## config.mk

```make
export PLATFORM = sky130hd
export DESIGN_NAME = easyaxi_ar_arb
export DESIGN_NICKNAME = d
export VERILOG_FILES = /design/src/rtl/easyaxi_ar_arb.sv
export SDC_FILE = /design/constraint.sdc
export NUM_CORES = 1
export LEC_CHECK = 0
export CAP_MARGIN = 15
export CORE_UTILIZATION = 38
export DETAILED_ROUTE_END_ITERATION = 7
export PLACE_DENSITY = 0.83
export SYNTH_ARGS = -nofsm -noshare
export SYNTH_HDL_FRONTEND = slang
export SYNTH_SLANG_ARGS = --single-unit
```

## constraint.sdc

```tcl
create_clock -name clk -period 4.8 [get_ports clk]
set_input_delay 0.48 -clock clk [delete_from_list [all_inputs] [get_ports clk]]
set_output_delay 0.48 -clock clk [all_outputs]
set_load 0.02 [all_outputs]
```

## src/rtl/easyaxi_ar_arb.sv

```systemverilog
// easyaxi_ar_arb: merges NUM_MST master AR channels onto one slave AR channel
// with round-robin arbitration and a one-deep output register. The granted
// master index is prepended to ARID so read responses can be routed back.
// Latency: master handshake to slave ARVALID is 1 cycle; 1 beat/cycle sustained.
// Backpressure: a stalled slave holds the register and all master ARREADYs low;
// the register frees and refills in the same cycle the slave accepts.
//
// Ports:
//   clk, rst         clock, synchronous active-high reset
//   enable           permits new grants (held beat drains regardless)
//   axi_mst_ar*      packed per-master AR channels, master i at [i*W +: W]
//   axi_slv_ar*      slave AR channel, ARID = {master index, master ARID}
//   ar_busy          output register holds a beat
module easyaxi_ar_arb #(
  parameter int NUM_MST    = 4,
  parameter int ID_WIDTH   = 4,
  parameter int ADDR_WIDTH = 32
) (
  input  logic                                   clk,
  input  logic                                   rst,
  input  logic                                   enable,
  input  logic [NUM_MST-1:0]                     axi_mst_arvalid,
  output logic [NUM_MST-1:0]                     axi_mst_arready,
  input  logic [NUM_MST*ID_WIDTH-1:0]            axi_mst_arid,
  input  logic [NUM_MST*ADDR_WIDTH-1:0]          axi_mst_araddr,
  output logic                                   axi_slv_arvalid,
  input  logic                                   axi_slv_arready,
  output logic [$clog2(NUM_MST)+ID_WIDTH-1:0]    axi_slv_arid,
  output logic [ADDR_WIDTH-1:0]                  axi_slv_araddr,
  output logic                                   ar_busy
);

  localparam int IDX_W = $clog2(NUM_MST);
  localparam int SID_W = IDX_W + ID_WIDTH;
  localparam logic [IDX_W-1:0] LAST_IDX = IDX_W'(NUM_MST - 1);
  localparam logic [IDX_W:0]   NUM_W    = (IDX_W + 1)'(NUM_MST);

  logic                  vld_q, vld_d;
  logic [SID_W-1:0]      id_q, id_d;
  logic [ADDR_WIDTH-1:0] addr_q, addr_d;
  logic [IDX_W-1:0]      ptr_q, ptr_d;

  logic                  can_accept;
  logic                  arb_en;
  logic                  gnt_found;
  logic [IDX_W-1:0]      gnt_idx;
  logic                  mst_hs;

  // Ready passes straight through: a beat leaving this cycle makes room.
  assign can_accept = ~vld_q | axi_slv_arready;
  assign arb_en     = enable & can_accept & ~rst;
  assign mst_hs     = arb_en & gnt_found;

  // Rotating search starting at ptr_q; the one-bit-wider sum lets the
  // wrap work for any NUM_MST, not just powers of two.
  always_comb begin : rr_search
    logic [IDX_W:0] cand;
    cand      = '0;
    gnt_found = 1'b0;
    gnt_idx   = '0;
    for (int k = 0; k < NUM_MST; k++) begin
      cand = {1'b0, ptr_q} + (IDX_W + 1)'(k);
      if (cand >= NUM_W) cand = cand - NUM_W;
      if (!gnt_found && axi_mst_arvalid[cand[IDX_W-1:0]]) begin
        gnt_found = 1'b1;
        gnt_idx   = cand[IDX_W-1:0];
      end
    end
  end

  always_comb begin : mst_ready
    axi_mst_arready = '0;
    if (mst_hs) axi_mst_arready[gnt_idx] = 1'b1;
  end

  always_comb begin : next_state
    vld_d  = vld_q;
    id_d   = id_q;
    addr_d = addr_q;
    ptr_d  = ptr_q;
    if (mst_hs) begin
      vld_d  = 1'b1;
      id_d   = {gnt_idx, axi_mst_arid[gnt_idx*ID_WIDTH +: ID_WIDTH]};
      addr_d = axi_mst_araddr[gnt_idx*ADDR_WIDTH +: ADDR_WIDTH];
      ptr_d  = (gnt_idx == LAST_IDX) ? '0 : gnt_idx + 1'b1;
    end else if (axi_slv_arready) begin
      vld_d  = 1'b0;
    end
  end

  always_ff @(posedge clk) begin
    if (rst) begin
      vld_q  <= 1'b0;
      id_q   <= '0;
      addr_q <= '0;
      ptr_q  <= '0;
    end else begin
      vld_q  <= vld_d;
      id_q   <= id_d;
      addr_q <= addr_d;
      ptr_q  <= ptr_d;
    end
  end

  assign axi_slv_arvalid = vld_q;
  assign axi_slv_arid    = id_q;
  assign axi_slv_araddr  = addr_q;
  assign ar_busy         = vld_q;

endmodule

```

* Word level (Yosys, flattened, before mapping)
Index checks and enable logic that the tools add are counted.
Cells by class: $add $sub $neg 8, $mul 0, div/mod/pow operators 0, magnitude comparators 10, equality and inequality tests 1, shifts and indexed selects 2, mux-type cells 26, bitwise logic cells 6, reductions and logical operators 8
Operators by type and width (count):
- 128-bit by 8-bit indexed part select with 32-bit output | 1
- 2-bit two-way mux | 9
- 16-bit by 5-bit indexed part select with 4-bit output | 1
- 2-bit by 3-bit < comparator with 1-bit output (second input constant) | 5
- 1-bit two-way mux | 11
- 3-bit >= comparator (second input constant) | 3
- 1-bit binary-select mux with 2-bit select | 4
- 2-bit by 1-bit subtractor with 2-bit output (second input constant) | 4
- 2-bit by 2-bit adder with 3-bit output (second input constant) | 2
- 1-bit logical AND | 4
- 4-bit two-way mux | 1
- 2-bit by 1-bit adder with 3-bit output (second input constant) | 1
- 1-bit AND | 3
- 2-bit by 3-bit >= comparator with 1-bit output (second input constant) | 1
- 1-bit logical NOT | 3
- 2-bit by 1-bit adder with 2-bit output (second input constant) | 1
- 1-bit demux with 2-bit select | 1
- 2-bit equality test (second input constant) | 1
- 2-bit by 1-bit >= comparator with 1-bit output (second input constant) | 1
- 1-bit NOT | 2
- 2-bit nonzero test | 1
- 1-bit bitwise OR | 1
Word-level totals: flip-flop bits (word level) 41, bits in latches 0, bits in writable memories 0, ROM bits 0, input port bits 152, output and inout bits 44, word-level logic and storage cells 65, memories 0

* Longest topological paths before layout
Gate-level depths: netlist of run 1.
depth in word-level cells 19, depth in mapped cells 11

* Worst setup path after synthesis of run 1
No wires, ideal clock.
kind input-to-output, start input port axi_mst_arvalid[2], end output port axi_mst_arready[3], arrival time 2.187 ns, data required time 4.320 ns, slack 2.133 ns, stages 10, buffers on the path 3, cell sequence nor2b_1 -> or4b_1 -> buf_2 -> and2_4 -> clkinv_2 -> buf_6 -> buf_6 -> ha_1 -> inv_1 -> nor2_1
Between the ends: cells in the longest elaborated chain, start to end 17, elaborated cells between the ends (all ways) 29, classes of those cells 2 x order compare; 19 x mux; 1 x bitwise; 7 x reduce/logical
Ends and longest elaborated chain:
- from (decl) | RTL line 22 | input logic [NUM_MST-1:0] axi_mst_arvalid,
- 1-bit binary-select mux with 2-bit select | RTL line 64 | if (!gnt_found && axi_mst_arvalid[cand[IDX_W-1:0]]) begin
- 1-bit two-way mux (implied by the code) | RTL line 64
- 1-bit two-way mux | RTL line 64
- 1-bit logical NOT | RTL line 64
- 1-bit logical AND | RTL line 64
- 1-bit two-way mux | RTL line 64
- 1-bit logical NOT | RTL line 64
- 1-bit logical AND | RTL line 64
- 1-bit two-way mux | RTL line 64
- 1-bit logical NOT | RTL line 64
- 1-bit logical AND | RTL line 64
- 2-bit two-way mux | RTL line 64
- 2-bit by 3-bit < comparator with 1-bit output (implied by the code) / 2-bit by 1-bit >= comparator with 1-bit output (equally long branches) | RTL line 73 | if (mst_hs) axi_mst_arready[gnt_idx] = 1'b1;
- 1-bit logical AND (implied by the code) | RTL line 73
- 1-bit two-way mux (implied by the code) | RTL line 73
- 1-bit demux with 2-bit select | RTL line 73
- 4-bit two-way mux (*) | RTL line 73
- to (decl) | RTL line 23 | output logic [NUM_MST-1:0] axi_mst_arready,
Mark *: on every way between the ends. The rest lies on a longest branch, timed or not. The select of a mux whose other input is x is not followed.

* Worst setup path after layout of run 1
start input port axi_mst_arvalid[3], end output port axi_mst_arready[3]
Same word-level chain as after synthesis.

==> impl_metrics.toml, run 1 <==
[routing]
wl_met3_um = 788
via_per_inst = 5.49
drtPass1Iterations = 7
routed.top_layer = "met4"
ant_nets = 0
route.met2.wl_um = 4790
drc = 0
drt_iter0_markers = 151
num_vias = 3290
wirelength_um = 9800
m1WireLength_um = 4020
wl_per_cell_um = 16.4

[power_and_ir_drop]
ir_worst_vdd_mv = 0.148
power_frac_clock = 0.201
swShare = 0.333
internal-power_mw = 0.741
p_sw_mw = 0.370
combinationalPowerShare = 0.440
powerDensity_nw_per_um2 = 235
p_leak_nw = 1.80
power_frac_seq = 0.359

[cts]
cts-root-buf = "clkbuf_8"
postCtsSetupRepairBufs = 0
cts_buffers = 5
clk_latency_ns = 0.29
cts_max_level = 2
clockBufferDepth = 2
clock_sinks = 41
path_clk_slew_ns = 0.08
holdBufCountCts = 0
cts_resized = 0
cts_tree = "built"

[worst_setup_path]
cp.arrival_ns = 3.36
r2r_setup_slack_ns = 2.16
crit_chain = "clkdlybuf4s50_1 > nor2_1 > or4b_2 > and2_4 > clkinv_2 > ha_1 > inv_1 > nor2_1 > clkdlybuf4s50_1"
critPathLaunchType = "primary input"
critical_path_buf_inv_count = 4
path_depth = 9
reg2reg_depth = 7
worstReg2RegStart = "ptr_q[0]"
critPathLaunch = "axi_mst_arvalid[3]"
slowest_delay_ns = 0.66
cp-end-kind = "primary output"
crit_slowest_cell = "or4b_2"
path_max_fanout = 39
crit_end = "axi_mst_arready[3]"
cp.required_ns = 4.32
cp_top_family = "buffers and inverters"
crit_type = "primary input to primary output"
r2r_end = "axi_slv_araddr[6]"

[place]
place_congestion = 0.733
post-dp-hpwl_um = 6930
io_buffers = 195

[yosys]
syn_nets = 489
synth_area_leader_cell = "dfxtp_1"
ys.warnings.count = 0
synth.distinct_cells = 28
synth_area_leaders = "dfxtp_1 (30%), a211oi_1 (20%), and3_1 (17%)"
syn_area_um2 = 2710
synth.ff_latch_count = 41
syn_inst = 336
avgSynthCellArea_um2 = 8.05
netlist.area_leader.share = 0.303
ys_seq_area_frac = 0.303

[floorplan]
coreArea_um2 = 6830
initial_utilization = 0.396
placementRows = 30
die_area_um2 = 7460
io_pins = 196
dieWidth_um = 86.4
die_h_um = 86.4

[final_layout]
multi_input_area_um2 = 1690
area_growth_pct = 74.4
fillers = 602
fin_util = 0.691
diodes = 0
drive_above_1_share = 0.0636
fin_nets = 655
seqCellArea_um2 = 821

[grt]
grt_pass1_wl_um = 15300
grt_remaining_overflow = 0
grt_pass1_vias = 3248
grt_use_total = 0.258
antenna_found_initial = 0
grt_max_degree = 73

[timing]
hold_viol_final = 0
fmax_ghz = 0.260
finalCritPeriodShare = 0.800
rsz0062_at_grt = "no"
setup-tns-final_ns = 0
setup_viol = 0
slew_violations = 0
worst_pin_slew_ns = 0.863
clock_skew_ns = 0.00683
slew_headroom = 0.424
period_needed_ns = 3.84

[status]
status = "finished, final reports clean"

[job]
cap_viol_max_count = 0

[worst_hold_path]
hp-class = "register to register"
==> worst reg2reg max path, cell delays in order, from the launching register on <==
cell      delay [ns]
dfxtp_1         0.36
nor2b_1         0.09
or4b_2          0.70
and2_4          0.19
clkinv_2        0.35
buf_4           0.47
a211oi_1        0.15
o31ai_1         0.24
==> cell usage in the layout (no fill, tap or decap), types with 2 or more instances in the layout <==
cell type / count
nand2_1: 43
clkbuf_8: 5
and3_1: 72
dfxtp_1: 41
clkinv_2: 3
o31ai_2: 13
nor2_1: 4
buf_4: 6
a211oi_1: 72
clkdlybuf4s50_1: 195
o31ai_1: 23
a21oi_1: 4
nor2b_1: 4
inv_1: 2
nor3_1: 2
==> stage by stage <==
step	worst slack (ns)	area (um^2)	cells	power (mW)	hold WS (ns)
2_1_floorplan	2.13	2710	336	0.659	0.446
3_3_place_gp	1.04	4640	591	0.888	0.432
3_5_place_dp	0.998	4640	591	0.895	0.438
4_1_cts	0.977	4720	599	1.12	0.456
5_1_grt	0.820	4720	599	1.17	0.477
6_report	0.958	4720	599	1.11	0.454
==> worst min-delay path by stage <==
stage / startpoint / to / slack (ns) / cells past startpoint
final: axi_slv_araddr[3] / axi_slv_araddr[3] / 0.45 / 2
after global routing: axi_slv_araddr[5] / axi_slv_araddr[5] / 0.48 / 2
after CTS: axi_slv_araddr[5] / axi_slv_araddr[5] / 0.46 / 2
after detailed placement: axi_slv_araddr[5] / axi_slv_araddr[5] / 0.44 / 2
after global placement: axi_slv_araddr[24] / axi_slv_araddr[24] / 0.43 / 2
after floorplan: ptr_q[0] / ptr_q[0] / 0.45 / 2
==> power groups by stage <==
stage          Sequential [mW]  Combinational (mW)  Clock (mW)
3_5_place_dp             0.407               0.488           0
4_1_cts                  0.399               0.490       0.227
3_3_place_gp             0.405               0.483           0
5_1_grt                  0.404               0.524       0.242
6_report                 0.399               0.488       0.223
2_1_floorplan            0.452               0.207           0
==> flip-flops by register name, summed over array words and instances, names as in the netlist <==
register,count
ar_busy,1
axi_slv_arid,6
axi_slv_araddr,32
ptr_q,2
==> per-layer routing <==
layer / vias to the layer above / track usage
met2: 145 / 0.468
met5: - / 0
met1: 1517 / 0.298
met3: 17 / 0.0590
li1: 1611 / -
met4: 0 / 0.0848
==> Yosys cell counts <==
cell type and number:
a211oi_1 72, a21boi_0 1, a21oi_1 4, and2_4 1, and3_1 72, and4b_1 1, buf_2 6, buf_4 1
buf_6 5, clkbuf_1 30, clkinv_2 1, dfxtp_1 41, ha_1 1, inv_1 2, nand2_1 43, nand2b_1 1
nand3_1 1, nand4b_1 1, nor2_1 4, nor2_4 1, nor2b_1 4, nor3_1 2, o21ai_0 1, o31ai_1 23
o31ai_2 13, o32ai_1 1, or4_1 2, or4b_1 1
==> area by class of cell <==
type	count	share of cell area
tap	96	0.0255
clock inverter	2	0.00212
timing repair buffer	201	0.423
multi-input combinational	250	0.357
sequential	41	0.174
clock buffer	6	0.0154
inverter	3	0.00265
==> kinds of logic (layout without fill, tap and decap cells) <==
family	Yosys count	in the layout	synth area share
DFF	41	41	0.303
adders and majority gates	1	1	0.00462
AOI/OAI and AO/OA	115	115	0.339
and+or+nand+nor	134	134	0.272
buffers and inverters	45	212	0.0809
Power figures use the tool's default switching activity.
==> run 2, diff against run 1 <==
- CORE_UTILIZATION: 38 -> 35
- PLACE_DENSITY: 0.83 -> 0.77
- clock period: 4.8 -> 3.8 ns (I/O delays scaled with it)
==> impl_metrics.toml, run 2 (same netlist as run 1, synthesis figures left out) <==
[routing]
drc = 0
drtPass1Iterations = 4
ant_nets = 0
wirelength_um = 9610
drt_iter0_markers = 100
wl_per_cell_um = 15.9
via_per_inst = 5.28
num_vias = 3197

[timing]
rsz0062_at_grt = "no"
slew_violations = 0
slew_headroom = 0.409
setup-tns-final_ns = 0
setup_viol = 0
hold_viol_final = 0
fmax_ghz = 0.300
holdWs_ns = 0.457
clock_skew_ns = 0.00243
worst_pin_slew_ns = 0.884
period_needed_ns = 3.33
finalCritPeriodShare = 0.876

[floorplan]
die_h_um = 89.9
io_pins = 196
die_area_um2 = 8090
coreArea_um2 = 7370
dieWidth_um = 89.9
placementRows = 31
initial_utilization = 0.367

[cts]
path_clk_slew_ns = 0.08
clock_sinks = 41
clockBufferDepth = 2
cts_max_level = 2
postCtsSetupRepairBufs = 0
holdBufCountCts = 0
cts_tree = "built"
cts_buffers = 5
clk_latency_ns = 0.28
cts_resized = 0
cts-root-buf = "clkbuf_8"

[final_layout]
diodes = 0
area_growth_pct = 76.6
layout_common_cells = "clkdlybuf4s50_1 (195), and3_1 (72), a211oi_1 (72), nand2_1 (43), dfxtp_1 (41)"
fillers = 626
largest_reg_flops = 32
final_common_cell = "clkdlybuf4s50_1"
drive_above_1_share = 0.0692
fin_nets = 658

[grt]
busiest_layer = "met2"
grt_pass1_vias = 3046
antenna_found_initial = 0
grt_max_degree = 73
grt_use_total = 0.231
grt_remaining_overflow = 0
use_met1 = 0.289
met3_usage = 0.0558
grt_pass1_wl_um = 15200
use_met2 = 0.393

[worst_hold_path]
hp-class = "register to register"

[worst_setup_path]
crit_chain = "clkdlybuf4s50_1 > nor2_1 > or4b_2 > and2_4 > clkinv_2 > buf_4 > nor3_1 > clkdlybuf4s50_1"
cp.arrival_ns = 2.95
cp-end-kind = "primary output"
path_max_fanout = 40
crit_type = "primary input to primary output"
crit_slowest_cell = "or4b_2"
cp.required_ns = 3.42
cp_common_cell = "clkdlybuf4s50_1"
critPathLaunchType = "primary input"
slowest_delay_ns = 0.66

[job]
cap_viol_max_count = 0

[place]
place_congestion = 0.825
io_buffers = 195
post-dp-hpwl_um = 6970

[power_and_ir_drop]
ir_worst_vdd_mv = 0.165
powerDensity_nw_per_um2 = 311
p_leak_nw = 1.83

[status]
status = "finished, final reports clean"
## run 2: cell count changes in the layout (fill, tap and decap cells not counted), sizes merged
| cell | previous run | this run |
|---|---|---|
| buf | 6 | 9 |
| bufinv | 0 | 1 |
| clkbuf | 6 | 7 |
| clkinv | 3 | 1 |
## run 2: area by class of cell
cell class                      instances  area, um^2  area share
Multi-Input combinational cell        250        1690       0.353
Tap cell                               99         124      0.0259
Sequential cell                        41         821       0.172
Timing Repair Buffer                  204        2020       0.423
Clock inverter                          1        30.0     0.00628
Clock buffer                            7        86.3      0.0181
Inverter                                3        12.5     0.00262
## run 2: routing by layer
metal | routed length (um) | share of wire
met1 | 4090 | 0.43
met2 | 4680 | 0.49
met3 | 621 | 0.065
met4 | 213 | 0.022
met5 | 0 | 0
## run 2: final timing paths
path / start / end / slack [ns] / depth (start not counted)
hold / removal: axi_slv_araddr[0] / axi_slv_araddr[0] / 0.46 / 2
setup / recovery: axi_mst_arvalid[3] / axi_mst_arready[0] / 0.47 / 8
setup reg to reg: ptr_q[0] / axi_slv_araddr[15] / 1.43 / 6
hold reg to reg: axi_slv_araddr[0] / axi_slv_araddr[0] / 0.46 / 2
## run 2: stage by stage
| stage | cells | utilization | power [mW] | instance area (um^2) | worst slack, ns |
|---|---|---|---|---|---|
| 2_1_floorplan | 336 | - | 0.832 | 2710 | 1.33 |
| 5_1_grt | 605 | 0.649 | 1.57 | 4780 | 0.368 |
| 4_1_cts | 605 | 0.649 | 1.50 | 4780 | 0.469 |
| 3_3_place_gp | 597 | 0.633 | 1.12 | 4660 | 0.525 |
| 6_report | 605 | 0.649 | 1.49 | 4780 | 0.471 |
| 3_5_place_dp | 597 | 0.633 | 1.13 | 4660 | 0.475 |
## run 2: where the power goes
group	total (mW)	internal [mW]	leakage [nW]	switching, mW
sequential	0.504	0.479	0.338	0.0251
clock	0.365	0.214	0.0585	0.150
combinational	0.620	0.333	1.44	0.286
## run 2: worst max-delay path, delay by kind of cell
family	cells	cell delay [ns]
buffers and inverters	4	1.55
AND/OR/NAND/NOR	4	1.02
